File: config.mk
export PLATFORM = sky130hd
export DESIGN_NAME = systolic_tile_scheduler
export DESIGN_NICKNAME = d
export VERILOG_FILES = /design/src/rtl/systolic_tile_scheduler.sv
export SDC_FILE = /design/constraint.sdc
export NUM_CORES = 1
export LEC_CHECK = 0
export ABC_AREA = 1
export BUFFER_PORTS_ARGS = -buffer_cell sky130_fd_sc_hd__buf_4
export CORE_MARGIN = 2
export CORE_UTILIZATION = 41
export DETAILED_ROUTE_END_ITERATION = 6
export PLACE_DENSITY = 0.76
export SYNTH_ARGS = -nofsm -noshare
export SYNTH_HDL_FRONTEND = slang
export SYNTH_SLANG_ARGS = --single-unit
File: constraint.sdc
create_clock -name clk -period 1.6 [get_ports clk]
set_clock_uncertainty 0.15 [all_clocks]
set_input_delay 0.08 -clock clk [delete_from_list [all_inputs] [get_ports clk]]
set_output_delay 0.08 -clock clk [all_outputs]
set_load 0.01 [all_outputs]
File: src/rtl/systolic_tile_scheduler.sv
// -----------------------------------------------------------------------------
// systolic_tile_scheduler
//
// Sequences one matrix-multiply tile through a ROW_NUM x COL_NUM
// output-stationary systolic array:
//   IDLE -> CLEAR (one-cycle accumulator clear) -> COMPUTE (skewed operand
//   reads for T_LAST+1 productive cycles) -> OUTPUT (one result row per
//   ready/valid handshake) -> DONE (one-cycle completion pulse) -> IDLE.
//
// Ports
//   clk          rising-edge clock
//   rst          synchronous reset, active-high; aborts a tile with no done
//   start        tile request, sampled only in IDLE
//   stall        operand buffers not ready; freezes COMPUTE for that cycle
//   busy         high in every state except IDLE
//   acc_clear    one-cycle accumulator clear pulse
//   pe_en        array MAC/shift enable
//   a_rd_en      per-row A buffer read enable
//   a_rd_addr    per-row A address, row r at [r*ADDR_W +: ADDR_W]
//   b_rd_en      per-column B buffer read enable
//   b_rd_addr    per-column B address, same packing
//   out_valid    result row available
//   out_row      row index being unloaded
//   out_ready    downstream accepts the current result row
//   done         one-cycle pulse at tile completion
//   stall_cycles (only with `define STALL_CNT_EN) saturating count of stalled
//                COMPUTE cycles in the current/last tile
//
// Optional feature macro: STALL_CNT_EN
//
// All outputs are decoded from registered state (state, t, row). The only
// input that reaches an output in the same cycle is stall, which masks the
// read enables and pe_en so a stalled cycle issues nothing.
// -----------------------------------------------------------------------------
module systolic_tile_scheduler #(
  parameter int ROW_NUM = 4,
  parameter int COL_NUM = 4,
  parameter int K_DEPTH = 4,
  parameter int ADDR_W  = 4
) (
  input  logic                                         clk,
  input  logic                                         rst,
  input  logic                                         start,
  input  logic                                         stall,
  output logic                                         busy,
  output logic                                         acc_clear,
  output logic                                         pe_en,
  output logic [ROW_NUM-1:0]                           a_rd_en,
  output logic [ROW_NUM*ADDR_W-1:0]                    a_rd_addr,
  output logic [COL_NUM-1:0]                           b_rd_en,
  output logic [COL_NUM*ADDR_W-1:0]                    b_rd_addr,
  output logic                                         out_valid,
  output logic [(ROW_NUM > 1 ? $clog2(ROW_NUM) : 1)-1:0] out_row,
  input  logic                                         out_ready,
  output logic                                         done
`ifdef STALL_CNT_EN
  ,
  output logic [15:0]                                  stall_cycles
`endif
);

  // Last compute cycle index: the wavefront has reached the far corner PE
  // and that PE has performed its K_DEPTH-th MAC.
  localparam int T_LAST = K_DEPTH + ROW_NUM + COL_NUM - 3;
  localparam int T_W    = (T_LAST > 0) ? $clog2(T_LAST + 1) : 1;
  localparam int ROW_W  = (ROW_NUM > 1) ? $clog2(ROW_NUM) : 1;

  typedef enum logic [2:0] {
    S_IDLE,
    S_CLEAR,
    S_COMPUTE,
    S_OUTPUT,
    S_DONE
  } state_t;

  state_t           state, state_nxt;
  logic [T_W-1:0]   t, t_nxt;
  logic [ROW_W-1:0] row, row_nxt;

  // Stream idx (row or column) is active while idx <= t < idx + K_DEPTH.
  function automatic logic in_window(input logic [T_W-1:0] tt, input int idx);
    return (int'(tt) >= idx) && (int'(tt) < idx + K_DEPTH);
  endfunction

  // Skewed address t - idx; only used inside the window, so never negative.
  function automatic logic [ADDR_W-1:0] addr_of(input logic [T_W-1:0] tt,
                                                input int idx);
    return ADDR_W'(int'(tt) - idx);
  endfunction

  // ---------------------------------------------------------------------------
  // State register
  // ---------------------------------------------------------------------------
  // NOTE: sequential state uses non-blocking assignments so every register
  // samples the pre-edge values, independent of statement order.
  always_ff @(posedge clk) begin
    if (rst) begin
      state <= S_IDLE;
      t     <= '0;
      row   <= '0;
    end else begin
      state <= state_nxt;
      t     <= t_nxt;
      row   <= row_nxt;
    end
  end

  // ---------------------------------------------------------------------------
  // Next-state logic
  // ---------------------------------------------------------------------------
  // NOTE: every variable gets a default at the top of the block so no path
  // leaves it unassigned, which would otherwise infer a latch.
  always_comb begin
    state_nxt = state;
    t_nxt     = t;
    row_nxt   = row;
    unique case (state)
      S_IDLE: begin
        if (start) state_nxt = S_CLEAR;
      end
      S_CLEAR: begin
        state_nxt = S_COMPUTE;
        t_nxt     = '0;
      end
      S_COMPUTE: begin
        // A stalled cycle holds t so the schedule resumes exactly where it
        // stopped.
        if (!stall) begin
          if (t == T_W'(T_LAST)) begin
            state_nxt = S_OUTPUT;
            row_nxt   = '0;
          end else begin
            t_nxt = t + T_W'(1);
          end
        end
      end
      S_OUTPUT: begin
        if (out_ready) begin
          if (row == ROW_W'(ROW_NUM - 1)) state_nxt = S_DONE;
          else                            row_nxt   = row + ROW_W'(1);
        end
      end
      S_DONE: begin
        state_nxt = S_IDLE;
        t_nxt     = '0;
        row_nxt   = '0;
      end
      default: begin
        state_nxt = S_IDLE;
        t_nxt     = '0;
        row_nxt   = '0;
      end
    endcase
  end

  // ---------------------------------------------------------------------------
  // Output decode
  // ---------------------------------------------------------------------------
  logic computing;

  assign computing = (state == S_COMPUTE);
  assign busy      = (state != S_IDLE);
  assign acc_clear = (state == S_CLEAR);
  assign pe_en     = computing && !stall;
  assign out_valid = (state == S_OUTPUT);
  assign out_row   = out_valid ? row : '0;
  assign done      = (state == S_DONE);

  // Addresses follow t even on a stalled cycle (t is frozen, so they hold);
  // only the enables are masked by stall.
  always_comb begin
    a_rd_en   = '0;
    a_rd_addr = '0;
    for (int r = 0; r < ROW_NUM; r++) begin
      if (computing && in_window(t, r)) begin
        a_rd_en[r]                     = !stall;
        a_rd_addr[r*ADDR_W +: ADDR_W] = addr_of(t, r);
      end
    end
  end

  always_comb begin
    b_rd_en   = '0;
    b_rd_addr = '0;
    for (int c = 0; c < COL_NUM; c++) begin
      if (computing && in_window(t, c)) begin
        b_rd_en[c]                     = !stall;
        b_rd_addr[c*ADDR_W +: ADDR_W] = addr_of(t, c);
      end
    end
  end

`ifdef STALL_CNT_EN
  // ---------------------------------------------------------------------------
  // Stall cycle counter: zeroed on entry to CLEAR so it already reads 0 in
  // the CLEAR cycle, then holds after DONE until the next tile starts.
  // ---------------------------------------------------------------------------
  always_ff @(posedge clk) begin
    if (rst) begin
      stall_cycles <= '0;
    end else if (state == S_IDLE && start) begin
      stall_cycles <= '0;
    end else if (computing && stall && stall_cycles != 16'hFFFF) begin
      stall_cycles <= stall_cycles + 16'd1;
    end
  end
`endif

endmodule

==> After elaboration in Yosys (flattened, before gate mapping) <==
Cells that the tools add are included.
Widths: inputs -> output; s select.
{ "classes": {"addsub": 5, "magnitude_cmp": 7, "eq_ne": 13, "n_mux": 23, "bitwise": 2, "reduce_logical": 16} }
{ "op_table": {"columns": ["cell", "n"], "rows": [
  ["$mux 4", 6],
  ["$lt 4x3->1 const B", 4],
  ["$mux 3", 5],
  ["$pmux 3 s4", 1],
  ["$mux 2", 5],
  ["$reduce_and 5->1", 2],
  ["$ge 4x2->1 const B", 2],
  ["$logic_and 1x1->1", 8],
  ["$ne 2x2->1 const B", 4],
  ["$pmux 4 s2", 1],
  ["$sub 4x2->4 const B", 2],
  ["$eq 3x2->1 const B", 2],
  ["$ne 2x1->1 const B", 3],
  ["$pmux 2 s3", 1],
  ["$add 4x1->4 const B", 1],
  ["$eq 4x4->1 const B", 1],
  ["$ge 4x1->1 const B", 1],
  ["$mux 1", 4],
  ["$reduce_or 2->1", 2],
  ["$sub 4x1->4 const B", 1],
  ["$eq 3x1->1 const B", 1],
  ["$eq 3x3->1 const B", 1],
  ["$logic_not 3->1", 1],
  ["$reduce_and 3->1", 1],
  ["other kinds (5)", 6]
]} }
{ "word_totals": {"register_bits": 9, "inputBits": 5, "out_inout_bits": 47, "elab_cells": 69} }

==> Depth between registers and ports, before layout <==
Gate-level depths: netlist of run 1.
{ "depth": {"ltp_word": 4, "ltp_mapped": 9, "mapped_depth_nobuf": 9} }

==> Worst setup path before layout of run 1 <==
OpenSTA, ideal clock, no wires.
{ "synth_timing": {"path_type": "register to output", "startpoint": "reg t[0]", "endpoint": "out b_rd_addr[15]", "t_arrival_ns": 1.513, "slack_ns": -0.143, "stages_incl_launch_ff": 6, "path_cell_list": "dfxtp_1 ha_1 xor2_1 nand3_1 a211oi_1 buf_4"} }
{ "synth_via": {"elab_chain_cells": 4, "elab_cells_between_ends": 6, "cone_classes": "add/sub: 1; order compare: 2; mux: 1; reduce/logical: 2"} }
{ "synth_rtl": {"columns": ["item", "line_no", "source"], "rows": [
  ["from (decl)", "77", "logic [T_W-1:0] t, t_nxt;"],
  ["from (signal assigned)", "103", "t <= t_nxt;"],
  ["$ge 4x2->1 / $lt 4x3->1 (equally long branches)", null, null],
  ["$logic_and 1x1->1 (2 in series)", null, null],
  ["$mux 4 (*)", null, null],
  ["to (decl)", "51", "output logic [COL_NUM*ADDR_W-1:0] b_rd_addr,"]
]} }
Every way passes the cells marked *; elsewhere a longest branch is shown, timed or not.

==> Final worst setup path of run 1 <==
{ "layout_timing": {"startpoint": "reg t[2]", "endpoint": "out b_rd_en[2]"} }
{ "layout_via": {"elab_chain_cells": 4, "elab_cells_between_ends": 5, "cone_classes": "order compare: 2; mux: 1; reduce/logical: 2"} }
{ "layout_rtl": {"columns": ["item", "line_no", "source"], "rows": [
  ["$ge 4x2->1 / $lt 4x3->1 (equally long branches)", "82", "return (int'(tt) >= idx) && (int'(tt) < idx + K_DEPTH);"],
  ["$logic_and 1x1->1 (*)", "82", null],
  ["$logic_and 1x1->1 (*)", "186", "if (computing && in_window(t, c)) begin"],
  ["$mux 1 (*)", "186", null],
  ["to (decl)", "50", "output logic [COL_NUM-1:0] b_rd_en,"]
]} }
Marked as above.

==> results.sh, run 1 <==
export IMPL_status="finished with violations"
export IMPL_failed_checks="setup timing"
export IMPL_cts_sink_count=9
export IMPL_number_of_enable_type_register_cells_in_the_synthesized_netlist=0
export IMPL_net_switching_power_uw=1710
export IMPL_power_frac_clock_pct=5.4
export IMPL_postLayoutSetupSlackWorst_ns=-0.193
export IMPL_die_h_um=54.0
export IMPL_regToRegSetupSlack_ns=-0.05
export IMPL_critical_path_max_fanout=4
export IMPL_hold_violations=0
export IMPL_drt_pass1_iterations=4
export IMPL_grt_setup_unrepaired="true"
export IMPL_final_instance_count_without_filler_cells=243
export IMPL_power_per_cell_area_nw_per_um2=1940
export IMPL_synthesis_yosys_warnings=0
export IMPL_setup_tns_ns=-4.60
export IMPL_synth_mux_area_share_pct=0
export IMPL_worstHoldPathType="input port to register"
export IMPL_ys_types=28
export IMPL_rows=18
export IMPL_total_power_uw=3420
export IMPL_critPathRequiredTime_ns=1.37
export IMPL_final_period_minus_worst_setup_slack_ns=1.79
export IMPL_die_area_um2=2920
export IMPL_number_of_levels_in_the_clock_h_tree=1
export IMPL_antenna_violating_nets_post_route=0
export IMPL_synth_top_area_share_pct=17.6
export IMPL_cts_tree="yes"
export IMPL_power_static_leakage_uw=0.000855
export IMPL_power_internal_uw=1720
export IMPL_synth_top_family_by_area="simple AND/OR/NAND/NOR gates"
export IMPL_wire_length_of_the_first_global_routing_pass_mm=4.09
export IMPL_worst_hold_slack_ns=0.0874
export IMPL_final_layout_size_suffix_gt1_share_pct=60.6
export IMPL_final_fill_count=189
export IMPL_timing_critical_path_arrival_ns=1.56
export IMPL_avgSynthCellArea_um2=6.62
export IMPL_core_area_um2=2430
export IMPL_vias_per_cell=4.79
export IMPL_clock_transition_time_at_the_flip_flop_clock_pins_of_the_worst_setup_and_hold_paths_ns=0.06
export IMPL_chipWidth_um=54.0
export IMPL_synth_simple_gate_area_share_pct=37.2
export IMPL_grt_max_degree=9
export IMPL_initial_utilization_pct=42.2
export IMPL_post_synth_inst_count=155
export IMPL_maxClockFrequency_mhz=558
export IMPL_detailed_placement_hpwl_mm=1.92
export IMPL_grt_util_all_layers_pct=19.1
export IMPL_post_place_cells=220
export IMPL_placement_cell_area_um2=1350
export IMPL_pwr_share_seq_pct=14.3
export IMPL_post_synth_top_area_cell="dfxtp_1"
export IMPL_postSynth_asyncResetShare_pct=0
export IMPL_detailedRoute_firstIterationViolations=17
export IMPL_post_synth_xor_xnor_area_pct=2.56
export IMPL_grt_remaining_overflow=0
export IMPL_synthFlopType="dfxtp_1"
export IMPL_finalCritPeriodShare_pct=112
export IMPL_switching_share_pct=49.9
export IMPL_worst_vdd_rail_ir_drop_mv=1.20
export IMPL_finalWeightedCongestion=0.835
export IMPL_synth_sequential_area_ratio_pct=17.6
export IMPL_antenna_violations_before_repair=0
export IMPL_numPortBuffers=45
export IMPL_cts_inserted_buffers=3
export IMPL_syn_cell_area_um2=1030
export IMPL_wl_per_cell_um=13.7
export IMPL_setup_violations_final=32
export IMPL_start_kind="register"
export IMPL_floorplan_io_pins=52
export IMPL_vias=1164
export IMPL_p_comb_share_pct=80.4
export IMPL_adder_cell_share_of_the_synthesized_area_pct=9.76
export IMPL_clock_tree_root_cell="clkbuf_4"
export IMPL_synth_compound_area_share_pct=9.15
export IMPL_timing_max_transition_violations_final=0
export IMPL_count_of_max_cap_constraint_violations=0
export IMPL_antennaDiodeCount=0
export IMPL_synthTopCellsByArea="dfxtp_1 18%, buf_4 17%, nand2_1 10%, nor2_1 10%, ha_1 9.8%"
export IMPL_finalInstanceArea_um2=1760
export IMPL_clk_latency_ns=0.27
export IMPL_final_nets=227
export IMPL_flop_and_latch_count_out_of_synthesis=9
export IMPL_critical_path_endpoint_type="primary output"
export IMPL_remaining_drc_errors=0
export IMPL_first_global_vias=1009
export IMPL_syn2layout_area_growth_pct=72.0
export IMPL_clock_tree_buffer_depth=2
export IMPL_postRouteWirelength_mm=3.34
export IMPL_path_class="register to primary output"
## sequential cells by signal, summed over array words and instances (netlist names)
register	count
t	4
state	3
row	2
## routing by layer
layer  vias up  part of all wire (%)  GRT usage (%)
met2        46                    56           39.4
met4         0                   2.8           6.25
met1       540                    36           19.2
met5         -                     0              0
met3         6                   5.1           2.50
li1        572                     -              -
## path summary, 6_finish.rpt
kind	from	end	cells past startpoint
setup / recovery	t[2]$_SDFFE_PP0P_	b_rd_en[2]	7
hold / removal	out_ready	state[2]$_SDFFE_PP0P_	5
setup reg to reg	t[0]$_SDFFE_PP0P_	row[0]$_SDFFE_PP0P_	8
hold reg to reg	row[1]$_SDFFE_PP0P_	row[1]$_SDFFE_PP0P_	4
## power groups by stage
stage               Clock (uW)  Sequential [uW]  Combinational, uW
global placement             0              434               1920
detailed placement           0              443               1970
finish                     184              488               2750
floorplan                    0              456               1350
CTS                        188              448               2290
global route               197              492               2970
## critical path, cell delays in order, from the launching register on
cell and delay, ns:
dfxtp_2 0.34, buf_4 0.16, nor2_2 0.15, a21oi_2 0.07, and3_4 0.20, nor2_4 0.17, nor2_2 0.07, buf_4 0.14
## stage by stage
stage	worst slack, ns	utilization, %
after CTS	-0.149	63.1
final	-0.193	72.5
after floorplan	-0.0291	-
after global placement	0.0775	55.5
after detailed placement	0.0309	55.5
after global routing	-0.260	72.5
## kinds of logic (layout without fill, tap and decap cells)
group,Yosys count,after routing
AO/OA/AOI/OAI,14,14
XOR/XNOR,3,3
adder cells (fa/ha/maj),8,8
buffers and inverters,41,94
flip-flops,9,9
other,1,6
AND/OR/NAND/NOR,79,79
## cells in the final DEF (no fill, tap or decap), types with 3 or more instances in the layout
cell / n
inv_2: 3
nor2_4: 9
buf_4: 57
nand2_1: 26
ha_1: 4
a21oi_1: 4
dfxtp_2: 3
inv_1: 13
nor2_2: 12
nand3_1: 6
ha_4: 4
nand2_2: 5
buf_6: 14
nor2_1: 12
clkbuf_4: 3
conb_1: 6
dfxtp_1: 4
## synthesized netlist by cell type, drive strengths merged, types with 2 or more instances
master,count
nor2,34
nand2,32
buf,23
inv,18
dfxtp,9
nand3,9
ha,8
a21oi,7
o21ai,4
nor3,2
xor2,2
## cell type report
cell class	count	area, um^2	share of cell area [%]
Timing Repair Buffer	72	596	33.8
Tap cell	30	37.5	2.13
Inverter	18	72.6	4.11
Clock buffer	4	26.3	1.49
Multi-Input combinational cell	110	841	47.7
Sequential cell	9	191	10.9
## repair_timing
item | in CTS | in global routing
pin swaps | 9 | 24
gates resized for setup | 19 | 38
hold buffers | 1 | 0
setup endpoints to repair | 32 | 42
endpoints found under the hold margin | 1 | 0
buffers inserted | 10 | 8
Power figures use the tool's default switching activity.
==> run 2: changes to the inputs <==
--- a/config.mk
+++ b/config.mk
@@ -11,6 +11,7 @@
 export CORE_UTILIZATION = 41
 export DETAILED_ROUTE_END_ITERATION = 6
 export PLACE_DENSITY = 0.76
+export RECOVER_POWER = 100
 export SYNTH_ARGS = -nofsm -noshare
 export SYNTH_HDL_FRONTEND = slang
 export SYNTH_SLANG_ARGS = --single-unit
==> results.sh, run 2 (synthesized netlist as in run 1, its figures left out) <==
export IMPL_numPortBuffers=45
export IMPL_clock_transition_time_at_the_flip_flop_clock_pins_of_the_worst_setup_and_hold_paths_ns=0.06
export IMPL_setup_violations_final=37
export IMPL_critPathSlowestCell="dfxtp_4"
export IMPL_floorplan_io_pins=52
export IMPL_start_kind="register"
export IMPL_wire_length_of_the_first_global_routing_pass_mm=4.09
export IMPL_critPathRequiredTime_ns=1.37
export IMPL_grt_remaining_overflow=0
export IMPL_number_of_levels_in_the_clock_h_tree=1
export IMPL_vias_per_cell=4.81
export IMPL_register_containing_the_most_flip_flops_in_the_final_layout="t"
export IMPL_core_area_um2=2430
export IMPL_placement_cell_area_um2=1350
export IMPL_placement_setup_slack_ns=0.0309
export IMPL_layout_common_cells="55 x buf_4, 26 x nand2_1, 14 x buf_6, 13 x inv_1, 13 x nor2_1"
export IMPL_vias=1168
export IMPL_clock_tree_root_cell="clkbuf_4"
export IMPL_final_common_cell="buf_4"
export IMPL_drt_pass1_iterations=4
export IMPL_grt_setup_unrepaired="true"
export IMPL_grt_max_degree=9
export IMPL_final_nets=227
export IMPL_path_class="register to primary output"
export IMPL_count_of_max_cap_constraint_violations=0
export IMPL_initial_utilization_pct=42.2
export IMPL_final_layout_size_suffix_gt1_share_pct=59.2
export IMPL_finalWeightedCongestion=0.835
export IMPL_worstHoldPathType="input port to register"
export IMPL_critPathTopFamily="flip-flops"
export IMPL_cts_tree="yes"
export IMPL_timing_max_transition_violations_final=0
export IMPL_antennaDiodeCount=0
export IMPL_power_per_cell_area_nw_per_um2=1940
export IMPL_critical_path_endpoint_type="primary output"
export IMPL_chipWidth_um=54.0
export IMPL_grt_util_all_layers_pct=19.1
export IMPL_finalInstanceArea_um2=1750
export IMPL_layout_core_utilization_pct=71.9
export IMPL_leading_registers_by_flop_count="t x4, state x3, row x2"
export IMPL_antenna_violating_nets_post_route=0
export IMPL_failed_checks="setup timing"
export IMPL_remaining_drc_errors=0
export IMPL_die_area_um2=2920
export IMPL_detailedRoute_firstIterationViolations=15
export IMPL_postLayoutSetupSlackWorst_ns=-0.190
export IMPL_status="finished with violations"
export IMPL_worst_vdd_rail_ir_drop_mv=1.18
export IMPL_largest_reg_flops=4
export IMPL_postRouteWirelength_mm=3.30
export IMPL_maxClockFrequency_mhz=559
export IMPL_critical_path_buf_inv_count=2
export IMPL_detailed_placement_hpwl_mm=1.92
export IMPL_antenna_violations_before_repair=0
export IMPL_clk_latency_ns=0.27
export IMPL_wl_per_cell_um=13.6
export IMPL_cts_inserted_buffers=3
export IMPL_max_stage_delay_ns=0.41
export IMPL_timing_critical_path_arrival_ns=1.56
export IMPL_hold_violations=0
export IMPL_clock_tree_buffer_depth=2
export IMPL_rows=18
export IMPL_syn2layout_area_growth_pct=70.5
export IMPL_total_power_uw=3390
export IMPL_finalCritPeriodShare_pct=112
export IMPL_first_global_vias=1009
export IMPL_critical_path_max_fanout=4
export IMPL_final_period_minus_worst_setup_slack_ns=1.79
export IMPL_cp_cell_sequence="ha_4 > xor2_4 > nand3_4 > buf_4 > nor2_4 > buf_6"
export IMPL_cts_sink_count=9
export IMPL_power_static_leakage_uw=0.000847
export IMPL_die_h_um=54.0
-- run 2: cell count changes in the layout (fill, tap and decap cells not counted) --
cell      delta
buf_4        -2
clkbuf_1     +1
clkbuf_2     +1
dfxtp_1      +1
dfxtp_2      -1
nor2_1       +1
nor2_4       -1
-- run 2: timing repair --
action                                  in CTS  in global routing
endpoints found under the hold margin        1                  0
gates resized for setup                     19                 38
hold buffers                                 1                  0
pin swaps                                    9                 24
buffers inserted                            10                  8
endpoints found under the setup margin      32                 42
-- run 2: worst reg2reg max path, stage by stage, from the launching register on --
cell and delay (ns):
dfxtp_4 0.41, buf_6 0.13, ha_4 0.14, nand3_1 0.16
o21ai_4 0.25, nand3_4 0.12, o21bai_1 0.14, inv_1 0.05
-- run 2: power by group --
part	switching [uW]	internal [uW]	total, uW
logic	1470	1260	2730
clock network	85.9	96.5	182
registers	140	342	483
total	1690	1700	3390
-- run 2: cell type report --
| type | count | area [um^2] |
|---|---|---|
| clock buffer | 4 | 26.3 |
| fill | 195 | 683 |
| inverter | 18 | 72.6 |
| multi-input combinational | 110 | 833 |
| sequential | 9 | 190 |
| tap | 30 | 37.5 |
| timing repair buffer | 72 | 589 |
-- run 2: per-layer routing --
| metal | part of all wire [%] | wire, um | GRT usage, % | vias up |
|---|---|---|---|---|
| li1 | - | - | - | 572 |
| met1 | 35 | 1150 | 19.2 | 542 |
| met2 | 57 | 1880 | 39.4 | 48 |
| met3 | 5.4 | 178 | 2.50 | 6 |
| met4 | 2.8 | 94 | 6.25 | 0 |
| met5 | 0 | 0 | 0 | - |
-- run 2: path summary, 6_finish.rpt --
check,from,endpoint,slack (ns),cells after the start
max,t[0]$_SDFFE_PP0P_,b_rd_addr[12],-0.19,6
max reg2reg,t[0]$_SDFFE_PP0P_,state[1]$_SDFFE_PP0P_,-0.04,7
min reg2reg,row[1]$_SDFFE_PP0P_,row[1]$_SDFFE_PP0P_,0.40,4
min,out_ready,state[2]$_SDFFE_PP0P_,0.1,5
-- run 2: stage by stage --
step                TNS, ns  cells  hold slack (ns)
detailed placement        0    220            0.107
CTS                   -2.99    235           0.0870
global route          -7.08    243            0.122
global placement          0    220            0.104
finish                -4.61    243           0.0973
floorplan           -0.0524    160          0.00726
